[config.mk]
export PLATFORM = sky130hd
export DESIGN_NAME = ins_cache
export DESIGN_NICKNAME = d
export VERILOG_FILES = /design/src/rtl/ins_cache_pkg.sv /design/src/rtl/ins_cache_array.sv /design/src/rtl/ins_cache.sv
export SDC_FILE = /design/constraint.sdc
export NUM_CORES = 2
export LEC_CHECK = 0
export CAP_MARGIN = 20
export CORE_AREA = 3 3 454 456
export CTS_BUF_LIST = sky130_fd_sc_hd__clkbuf_8 sky130_fd_sc_hd__clkbuf_16
export DETAILED_ROUTE_END_ITERATION = 7
export DIE_AREA = 0 0 457 459
export PLACE_DENSITY = 0.79
export SYNTH_ARGS = -nofsm -noshare
export SYNTH_HDL_FRONTEND = slang
export SYNTH_SLANG_ARGS = --single-unit
[constraint.sdc]
create_clock -name clk -period 6.75 [get_ports clk]
set_clock_uncertainty 0.2 [all_clocks]
set_input_delay 1.35 -clock clk [delete_from_list [all_inputs] [get_ports clk]]
set_output_delay 1.35 -clock clk [all_outputs]
set_load 0.01 [all_outputs]
[src/rtl/ins_cache_pkg.sv]
// ins_cache_pkg: shared definitions for the instruction cache slice.
//   - ic_state_e : controller states (IC_IDLE, IC_MISS)
//   - LINES_DEF  : default number of 64-bit lines
//   - LINE_BYTES : bytes per cache line
//   - sel_word() : picks the 32-bit word of a line addressed by pc[2]
package ins_cache_pkg;

    localparam int LINES_DEF  = 32;
    localparam int LINE_BYTES = 8;

    typedef enum logic [0:0] {
        IC_IDLE = 1'b0,
        IC_MISS = 1'b1
    } ic_state_e;

    // Word select inside a line: the low word sits at the lower address.
    function automatic logic [31:0] sel_word(input logic [63:0] line, input logic hi);
        logic [31:0] w;
        if (hi) begin
            w = line[63:32];
        end else begin
            w = line[31:0];
        end
        return w;
    endfunction

endpackage

[src/rtl/ins_cache_array.sv]
// ins_cache_array: valid/tag/data storage for the direct-mapped cache.
//   clk, rst      : clock, synchronous active-high reset (clears valid bits only)
//   rd_idx        : combinational read index
//   rd_valid/tag/data : contents of the addressed line
//   we, wr_idx, wr_tag, wr_data : single write port, sets the valid bit
module ins_cache_array
    import ins_cache_pkg::*;
#(
    parameter int LINES = LINES_DEF,
    parameter int IDX_W = $clog2(LINES),
    parameter int TAG_W = 29 - IDX_W
) (
    input  logic             clk,
    input  logic             rst,
    input  logic [IDX_W-1:0] rd_idx,
    output logic             rd_valid,
    output logic [TAG_W-1:0] rd_tag,
    output logic [63:0]      rd_data,
    input  logic             we,
    input  logic [IDX_W-1:0] wr_idx,
    input  logic [TAG_W-1:0] wr_tag,
    input  logic [63:0]      wr_data
);

    logic [LINES-1:0] valid_r;
    logic [TAG_W-1:0] tag_r  [LINES];
    logic [63:0]      data_r [LINES];

    // Combinational read port.
    assign rd_valid = valid_r[rd_idx];
    assign rd_tag   = tag_r[rd_idx];
    assign rd_data  = data_r[rd_idx];

    // Valid bits: cleared by reset, set by a fill.
    always_ff @(posedge clk) begin
        if (rst) begin
            valid_r <= {LINES{1'b0}};
        end else if (we) begin
            valid_r[wr_idx] <= 1'b1;
        end
    end

    // Tag and data storage carry no reset; they are qualified by valid_r.
    always_ff @(posedge clk) begin
        if (we && !rst) begin
            tag_r[wr_idx]  <= wr_tag;
            data_r[wr_idx] <= wr_data;
        end
    end

endmodule

[src/rtl/ins_cache.sv]
// ins_cache: direct-mapped instruction cache between fetch and memory controller.
//   clk, rst        : clock, synchronous active-high reset
//   rdy             : global enable, all state holds while low
//   clear           : pipeline flush, aborts an outstanding miss
//   if_req, if_pc   : fetch request / word-aligned address (sampled when if_ready)
//   if_ready        : cache idle and able to accept a request
//   ins_valid, ins_out : one-cycle response pulse and instruction
//   mem_fetch_sig, mem_fetch_addr : level line request and aligned line address
//   mem_fetch_done, mem_fetch_data : fill-complete pulse and 64-bit line data
module ins_cache
    import ins_cache_pkg::*;
#(
    parameter int LINES = LINES_DEF,
    localparam int IDX_W = $clog2(LINES)
) (
    input  logic        clk,
    input  logic        rst,
    input  logic        rdy,
    input  logic        clear,
    input  logic        if_req,
    input  logic [31:0] if_pc,
    output logic        if_ready,
    output logic        ins_valid,
    output logic [31:0] ins_out,
    output logic        mem_fetch_sig,
    output logic [31:0] mem_fetch_addr,
    input  logic        mem_fetch_done,
    input  logic [63:0] mem_fetch_data
);

    localparam int TAG_W = 29 - IDX_W;

    ic_state_e        state_r;
    logic             ins_valid_r;
    logic [31:0]      ins_out_r;
    logic             mem_fetch_sig_r;
    logic [31:0]      mem_fetch_addr_r;
    logic [31:0]      miss_pc_r;

    logic [IDX_W-1:0] lk_idx_s;
    logic [TAG_W-1:0] lk_tag_s;
    logic             rd_valid_s;
    logic [TAG_W-1:0] rd_tag_s;
    logic [63:0]      rd_data_s;
    logic             hit_s;
    logic             fill_s;

    assign lk_idx_s = if_pc[3+IDX_W-1:3];
    assign lk_tag_s = if_pc[31:3+IDX_W];
    assign hit_s    = rd_valid_s && (rd_tag_s == lk_tag_s);
    // A fill is taken on the same edge that samples done, even alongside clear.
    assign fill_s   = rdy && (state_r == IC_MISS) && mem_fetch_done;

    assign if_ready       = (state_r == IC_IDLE);
    assign ins_valid      = ins_valid_r;
    assign ins_out        = ins_out_r;
    assign mem_fetch_sig  = mem_fetch_sig_r;
    assign mem_fetch_addr = mem_fetch_addr_r;

    ins_cache_array #(
        .LINES (LINES),
        .IDX_W (IDX_W),
        .TAG_W (TAG_W)
    ) u_array (
        .clk      (clk),
        .rst      (rst),
        .rd_idx   (lk_idx_s),
        .rd_valid (rd_valid_s),
        .rd_tag   (rd_tag_s),
        .rd_data  (rd_data_s),
        .we       (fill_s),
        .wr_idx   (miss_pc_r[3+IDX_W-1:3]),
        .wr_tag   (miss_pc_r[31:3+IDX_W]),
        .wr_data  (mem_fetch_data)
    );

    // Lookup/miss controller with registered response and fetch request.
    always_ff @(posedge clk) begin
        if (rst) begin
            state_r          <= IC_IDLE;
            ins_valid_r      <= 1'b0;
            ins_out_r        <= 32'h0000_0000;
            mem_fetch_sig_r  <= 1'b0;
            mem_fetch_addr_r <= 32'h0000_0000;
            miss_pc_r        <= 32'h0000_0000;
        end else if (rdy) begin
            case (state_r)
                IC_IDLE: begin
                    if (clear) begin
                        ins_valid_r <= 1'b0;
                    end else if (if_req && hit_s) begin
                        ins_valid_r <= 1'b1;
                        ins_out_r   <= sel_word(rd_data_s, if_pc[2]);
                    end else if (if_req) begin
                        miss_pc_r        <= if_pc;
                        mem_fetch_sig_r  <= 1'b1;
                        mem_fetch_addr_r <= {if_pc[31:3], 3'b000};
                        ins_valid_r      <= 1'b0;
                        state_r          <= IC_MISS;
                    end else begin
                        ins_valid_r <= 1'b0;
                    end
                end
                IC_MISS: begin
                    if (mem_fetch_done) begin
                        mem_fetch_sig_r <= 1'b0;
                        ins_out_r       <= sel_word(mem_fetch_data, miss_pc_r[2]);
                        ins_valid_r     <= !clear;
                        state_r         <= IC_IDLE;
                    end else if (clear) begin
                        mem_fetch_sig_r  <= 1'b0;
                        mem_fetch_addr_r <= 32'h0000_0000;
                        ins_valid_r      <= 1'b0;
                        state_r          <= IC_IDLE;
                    end else begin
                        ins_valid_r <= 1'b0;
                    end
                end
                default: begin
                    state_r         <= IC_IDLE;
                    ins_valid_r     <= 1'b0;
                    mem_fetch_sig_r <= 1'b0;
                end
            endcase
        end
    end

endmodule

Yosys cells after proc, flatten, opt, wreduce, memory -nomap -nowiden --
Memories as Yosys holds them, arrays and structs flattened. Index checks and enable logic that the tools add are counted.
Word-level totals: register bits after elaboration 131, RAM bits 2816, input port bits 102, output and inout bits 67, logic and storage cells 71, memories kept 2
Memory list:
- u_array.data_r | words 32, width 64, rd ports 1, clocked after memory_dff 0, wr ports 1, line ins_cache_array.sv:27 | logic [63:0] data_r [LINES];
- u_array.tag_r | words 32, width 24, rd ports 1, clocked after memory_dff 0, wr ports 1, line ins_cache_array.sv:26 | logic [TAG_W-1:0] tag_r [LINES];
Cells by class: magnitude comparators 3, eq/ne operators 9, muxes and demuxes 34, bitwise operators 4, reduce and logical (&&, ||, !) cells 12
Operator list (number):
- 32-bit two-way mux | 10
- 32-bit case mux with 2 select lines | 2
- 32-bit OR | 1
- 24-bit equality test | 1
- 1-bit two-way mux | 17
- 5-bit by 6-bit less-than comparator with 1-bit output, second input constant | 2
- 2-bit != test, second input constant | 6
- 5-bit AND reduction | 2
- 1-bit logical AND | 6
- 1-bit case mux with 2 select lines | 3
- 6-bit AND reduction | 1
- 1-bit binary-select mux with 5-bit select | 1
- 1-bit demux with 5-bit select | 1
- 5-bit by 1-bit greater-or-equal comparator with 1-bit output, second input constant | 1
- 4-bit AND reduction | 1
- 3-bit != test, second input constant | 1
- 1-bit NOT | 3
- 1-bit zero test | 2
- 2-bit by 1-bit != test with 1-bit output, second input constant | 1

Longest topological paths before layout --
word-level depth 7, mapped depth 17

Hierarchy --
Synthesis repeated with hierarchy kept, for this count alone.
Second synthesis, totals: cell total of the unflattened synthesis 5798, area total of the unflattened synthesis 113476.3 sq um
Modules (own cells, without submodules):
- ins_cache_array | instances 1, cells each 5174, area an instance 108288.9 sq um, seq. area each 85201.7 sq um
- ins_cache | instances 1, cells each 624, area an instance 5187.5 sq um, seq. area each 1881.8 sq um

Worst setup path after synthesis --
Ideal clock, no wire load.
kind in2reg, start point input mem_fetch_done, end point memory u_array.data_r[12][0], enable pin, setup time 0.536 ns, data arrival time 5.815 ns, slack 0.200 ns, cell stages on the path 6, path through nand3_1 > nor3_1 > nand2b_1 > clkbuf_1 > clkbuf_1 > nor2_1
Between the ends: word-level cells in the longest chain between the ends 4
RTL lines:
- start: declaration | line ins_cache.sv:27 | input logic mem_fetch_done,
- 1-bit logical AND | line ins_cache.sv:52 | assign fill_s = rdy && (state_r == IC_MISS) && mem_fetch_done;
- 1-bit logical AND | line ins_cache_array.sv:45 | if (we && !rst) begin
- 1-bit two-way mux | line ins_cache_array.sv:45
- 1-bit two-way mux (implied by the code) | line ins_cache_array.sv:47 | data_r[wr_idx] <= wr_data;
- end: declaration | line ins_cache_array.sv:27
No other way between the ends.

Worst setup path in the final report --
start point input if_pc[3], end point register ins_out_r[11] (netlist: ins_out[11])
Between the ends: word-level cells in the longest chain between the ends 6
RTL lines:
- start: declaration | line ins_cache.sv:21 | input logic [31:0] if_pc,
- memory read 32 x 24 bit or 1-bit binary-select mux with 5-bit select (tied branches)
- 24-bit equality test or 1-bit two-way mux (tied branches) | line ins_cache.sv:50, ins_cache_array.sv:30
- 1-bit logical AND | line ins_cache.sv:50 | assign hit_s = rd_valid_s && (rd_tag_s == lk_tag_s);
- 1-bit logical AND | line ins_cache.sv:91 | end else if (if_req && hit_s) begin
- 2-bit by 1-bit != test with 1-bit output (no source line)
- 4-bit AND reduction (no source line)
- end signal: assignment | line ins_cache.sv:93 | ins_out_r <= sel_word(rd_data_s, if_pc[2]);
- end signal: assignment | line ins_cache.sv:107 | ins_out_r <= sel_word(mem_fetch_data, miss_pc_r[2]);
- end: declaration | line ins_cache.sv:35 | logic [31:0] ins_out_r;
Several ways; a longest one is shown, not always the timed one. The select of a mux whose other input is x is not followed. A chain may end at the register's enable or synchronous reset.

==> impl_metrics.toml <==
[outcome]
status = "complete, no violations"

[setup_path]
startpoint_type = "input pin"
worstPathArrival_ns = 5.88
endpoint_kind = "flop"
r2r_cells = 10
worstReg2RegStart = "u_array.tag_r[16][23]"
worstReg2RegEnd = "ins_out[11]"
cp.required_ns = 7.32
crit_chain = "buf_8 -> buf_12 -> nor2b_1 -> nand2_1 -> a41oi_1 -> a211oi_1 -> o32ai_1 -> and4_1 -> nand4_2 -> or3_2 -> nand3_1 -> a21oi_1"
crit_type = "in -> reg"
crit_slowest_cell = "or3_2"
r2r_slack_ns = 2.33
crit_fanout = 53
critical-path-max-stage-delay_ns = 1.04

[synth]
yosysSeqAreaShare = 0.771
ys_ff_latch = 2942
synthesis.area_mm2 = 0.113
synth_edf_count = 2816
yosys_warnings = 0
syn-instance-count = 4920
synth_cell_type_count = 78
synth_ff_type = "edfxtp_1"
synth_area_per_cell_um2 = 23.0
synth-async-reset-ratio = 0

[timing]
worst_slew_pin_slew_ns = 1.14
final-hold-violation-count = 0
setup_viol = 0
max_freq_mhz = 188
setup_tns_ns = 0
rsz0062_at_grt = "no"
fin_crit_sh = 0.787
slew_headroom = 0.237
final_max_slew_viol_count = 0
period_needed_ns = 5.31

[floorplanning]
std_cell_rows = 165
dieArea_mm2 = 0.210
start_util = 0.559
core_area_mm2 = 0.202
fp.dieH_um = 459
die_w_um = 457
ioPinCount = 169

[drt]
dr.pass1.iters = 6
vias_per_cell = 7.11
drc = 0
routedWlPerCell_um = 37.5
ant_nets = 0
vias = 58215
wl_mm = 307
initialDrtViolationCount = 9910

[power]
p_int_w = 0.0296
clockPowerShare = 0.420
power_density_mw_per_mm2 = 291
max-vdd-ir-drop_mv = 0.295
swShare = 0.206
p_sw_w = 0.00767
p_seq_frac = 0.537
leakage_nw = 41.5
pwr-share-comb = 0.044
power.total_w = 0.0373

[global_route]
grt_use_total = 0.290
grt_pass1_wl_mm = 433
grt_max_degree = 131
first_global_vias = 58959
antenna_found_initial = 17
gr-total-overflow = 0

[flow_run]
maxCapViolCount = 0

[clock_tree]
clock-sinks = 2942
cts_setup_buffers = 0
clkTransAtPathRegs_ns = 0.06
cts_hold_buf = 0
cts_max_level = 5
cts_buffers = 297
root_buffer = "clkbuf_16"
ctsLongestPathBuffers = 4
cts_tree = "yes"
ctsResizeCount = 0
clk_latency_ns = 0.94

[worst_hold_path]
min_to = "u_array.valid_r[6]"
whs_path_depth = 2
hold_path.class = "reg -> reg"
min_from = "u_array.valid_r[6]"

[cells_and_area]
drive_gt1_frac = 0.267
nNetsFinal = 5395
final_util = 0.633
post-route-cell-area_mm2 = 0.128
area_growth_pct = 13.3

[placement]
dp_hpwl_mm = 144
port_buffers = 163
gp_congestion = 0.820
dpl_cell_area_mm2 = 0.119
[critical path, delay by kind of cell]
kind / cells / cell delay (ns)
AND/OR/NAND/NOR: 6 / 2.68
buffers and inverters: 2 / 0.89
AO/OA/AOI/OAI: 4 / 0.86
[cells in the mapped netlist, drive strengths merged, types with 20 or more instances]
| cell | number | area (um^2) |
|---|---|---|
| a21oi | 58 | 290 |
| a22o | 37 | 324 |
| a22oi | 42 | 315 |
| a32o | 29 | 290 |
| buf | 201 | 1190 |
| clkbuf | 89 | 334 |
| dfxtp | 126 | 2520 |
| edfxtp | 2816 | 84600 |
| inv | 44 | 165 |
| mux2 | 20 | 229 |
| mux2i | 172 | 1720 |
| mux4 | 803 | 18100 |
| nand2 | 99 | 372 |
| nand3 | 57 | 285 |
| nor2 | 60 | 225 |
| o221ai | 32 | 280 |
| o22ai | 42 | 263 |
[placed cells by master, fill, tap and decap left out, types with 9 or more instances in the layout]
master / Yosys / routed
a22oi_1: 42 / 42
xor2_1: 14 / 14
a31oi_1: 11 / 11
dfxtp_1: 126 / 124
nand3_1: 57 / 56
o21ai_0: 9 / 9
a32o_1: 29 / 29
clkinv_1: 1 / 43
a21oi_1: 58 / 58
clkinv_2: 0 / 33
nand2b_1: 10 / 10
o211ai_1: 9 / 9
nor2_1: 60 / 28
buf_4: 23 / 149
clkbuf_16: 0 / 305
clkbuf_8: 0 / 21
nor2b_1: 12 / 12
edfxtp_1: 2816 / 2816
bufinv_16: 0 / 18
a22o_1: 37 / 37
mux2_2: 18 / 18
mux4_2: 803 / 803
nor2_4: 0 / 32
mux2i_1: 172 / 172
a221oi_1: 12 / 12
nand4_1: 12 / 12
nand2_1: 99 / 99
buf_12: 1 / 38
xnor2_1: 14 / 14
o22ai_1: 42 / 42
diode_2: 0 / 11
inv_1: 41 / 120
clkdlybuf4s50_1: 0 / 156
o221ai_1: 32 / 32
[power groups by stage]
| stage | clock network (W) | registers [W] | logic [W] |
|---|---|---|---|
| after floorplan | 0 | 0.0204 | 0.000976 |
| after global placement | 0 | 0.0204 | 0.00151 |
| after detailed placement | 0 | 0.0204 | 0.00155 |
| after CTS | 0.0158 | 0.0200 | 0.00159 |
| after global routing | 0.0164 | 0.0200 | 0.00171 |
| final | 0.0156 | 0.0200 | 0.00163 |
[area by class of cell]
class	instances	area, um^2
multi-input cells	1645	24400
diodes	11	27.5
well taps	2672	3340
fillers	12409	74100
clock buffers	321	7800
flip-flops and latches	2942	87100
clock inverters	185	1270
repair buffers	362	3840
inverters	45	179
[state kept, by name, summed over array words and instances, names as in the netlist]
name,count
mem_fetch_sig,1
u_array.tag_r,768
ins_out,32
miss_pc_r,30
u_array.data_r,2048
state_r,1
mem_fetch_addr,29
ins_valid,1
u_array.valid_r,32
[through the flow]
step | setup WS [ns] | std cells | hold WS [ns]
after global routing | 1.32 | 8179 | 0.299
after CTS | 1.51 | 8157 | 0.272
after floorplan | 0.200 | 4922 | 0.249
final | 1.44 | 8183 | 0.277
after global placement | 0.607 | 7651 | 0.258
after detailed placement | 0.615 | 7651 | 0.263
[layer usage]
metal,vias to the layer above,GRT usage,wire length (um)
met4,10,0.153,17500
met1,30271,0.382,103000
met3,1033,0.0669,37300
met2,5166,0.458,149000
met5,-,0,82
li1,21735,-,-
[kinds of logic (layout without fill, tap and decap cells)]
kind of cell | after synthesis | count (layout) | synth area share
DFF | 2942 | 2942 | 0.771
muxes | 995 | 995 | 0.177
buffers and inverters | 335 | 913 | 0.0150
AOI/OAI and AO/OA | 321 | 321 | 0.0213
and+or+nand+nor | 298 | 298 | 0.0131
xor gates and xnor gates | 28 | 28 | 0.00217
other | 1 | 14 | 0.0000332
[worst max path at each step]
stage	start	to	slack (ns)
detailed placement	if_pc[3]	ins_out[19]	0.62
global placement	if_pc[3]	ins_out[19]	0.61
floorplan	mem_fetch_done	u_array.data_r[12][0]	0.20
finish	if_pc[3]	ins_out[11]	1.44
global route	if_pc[3]	ins_out[11]	1.32
CTS	if_pc[3]	ins_out[11]	1.51
(Power assumes the default switching activity.)
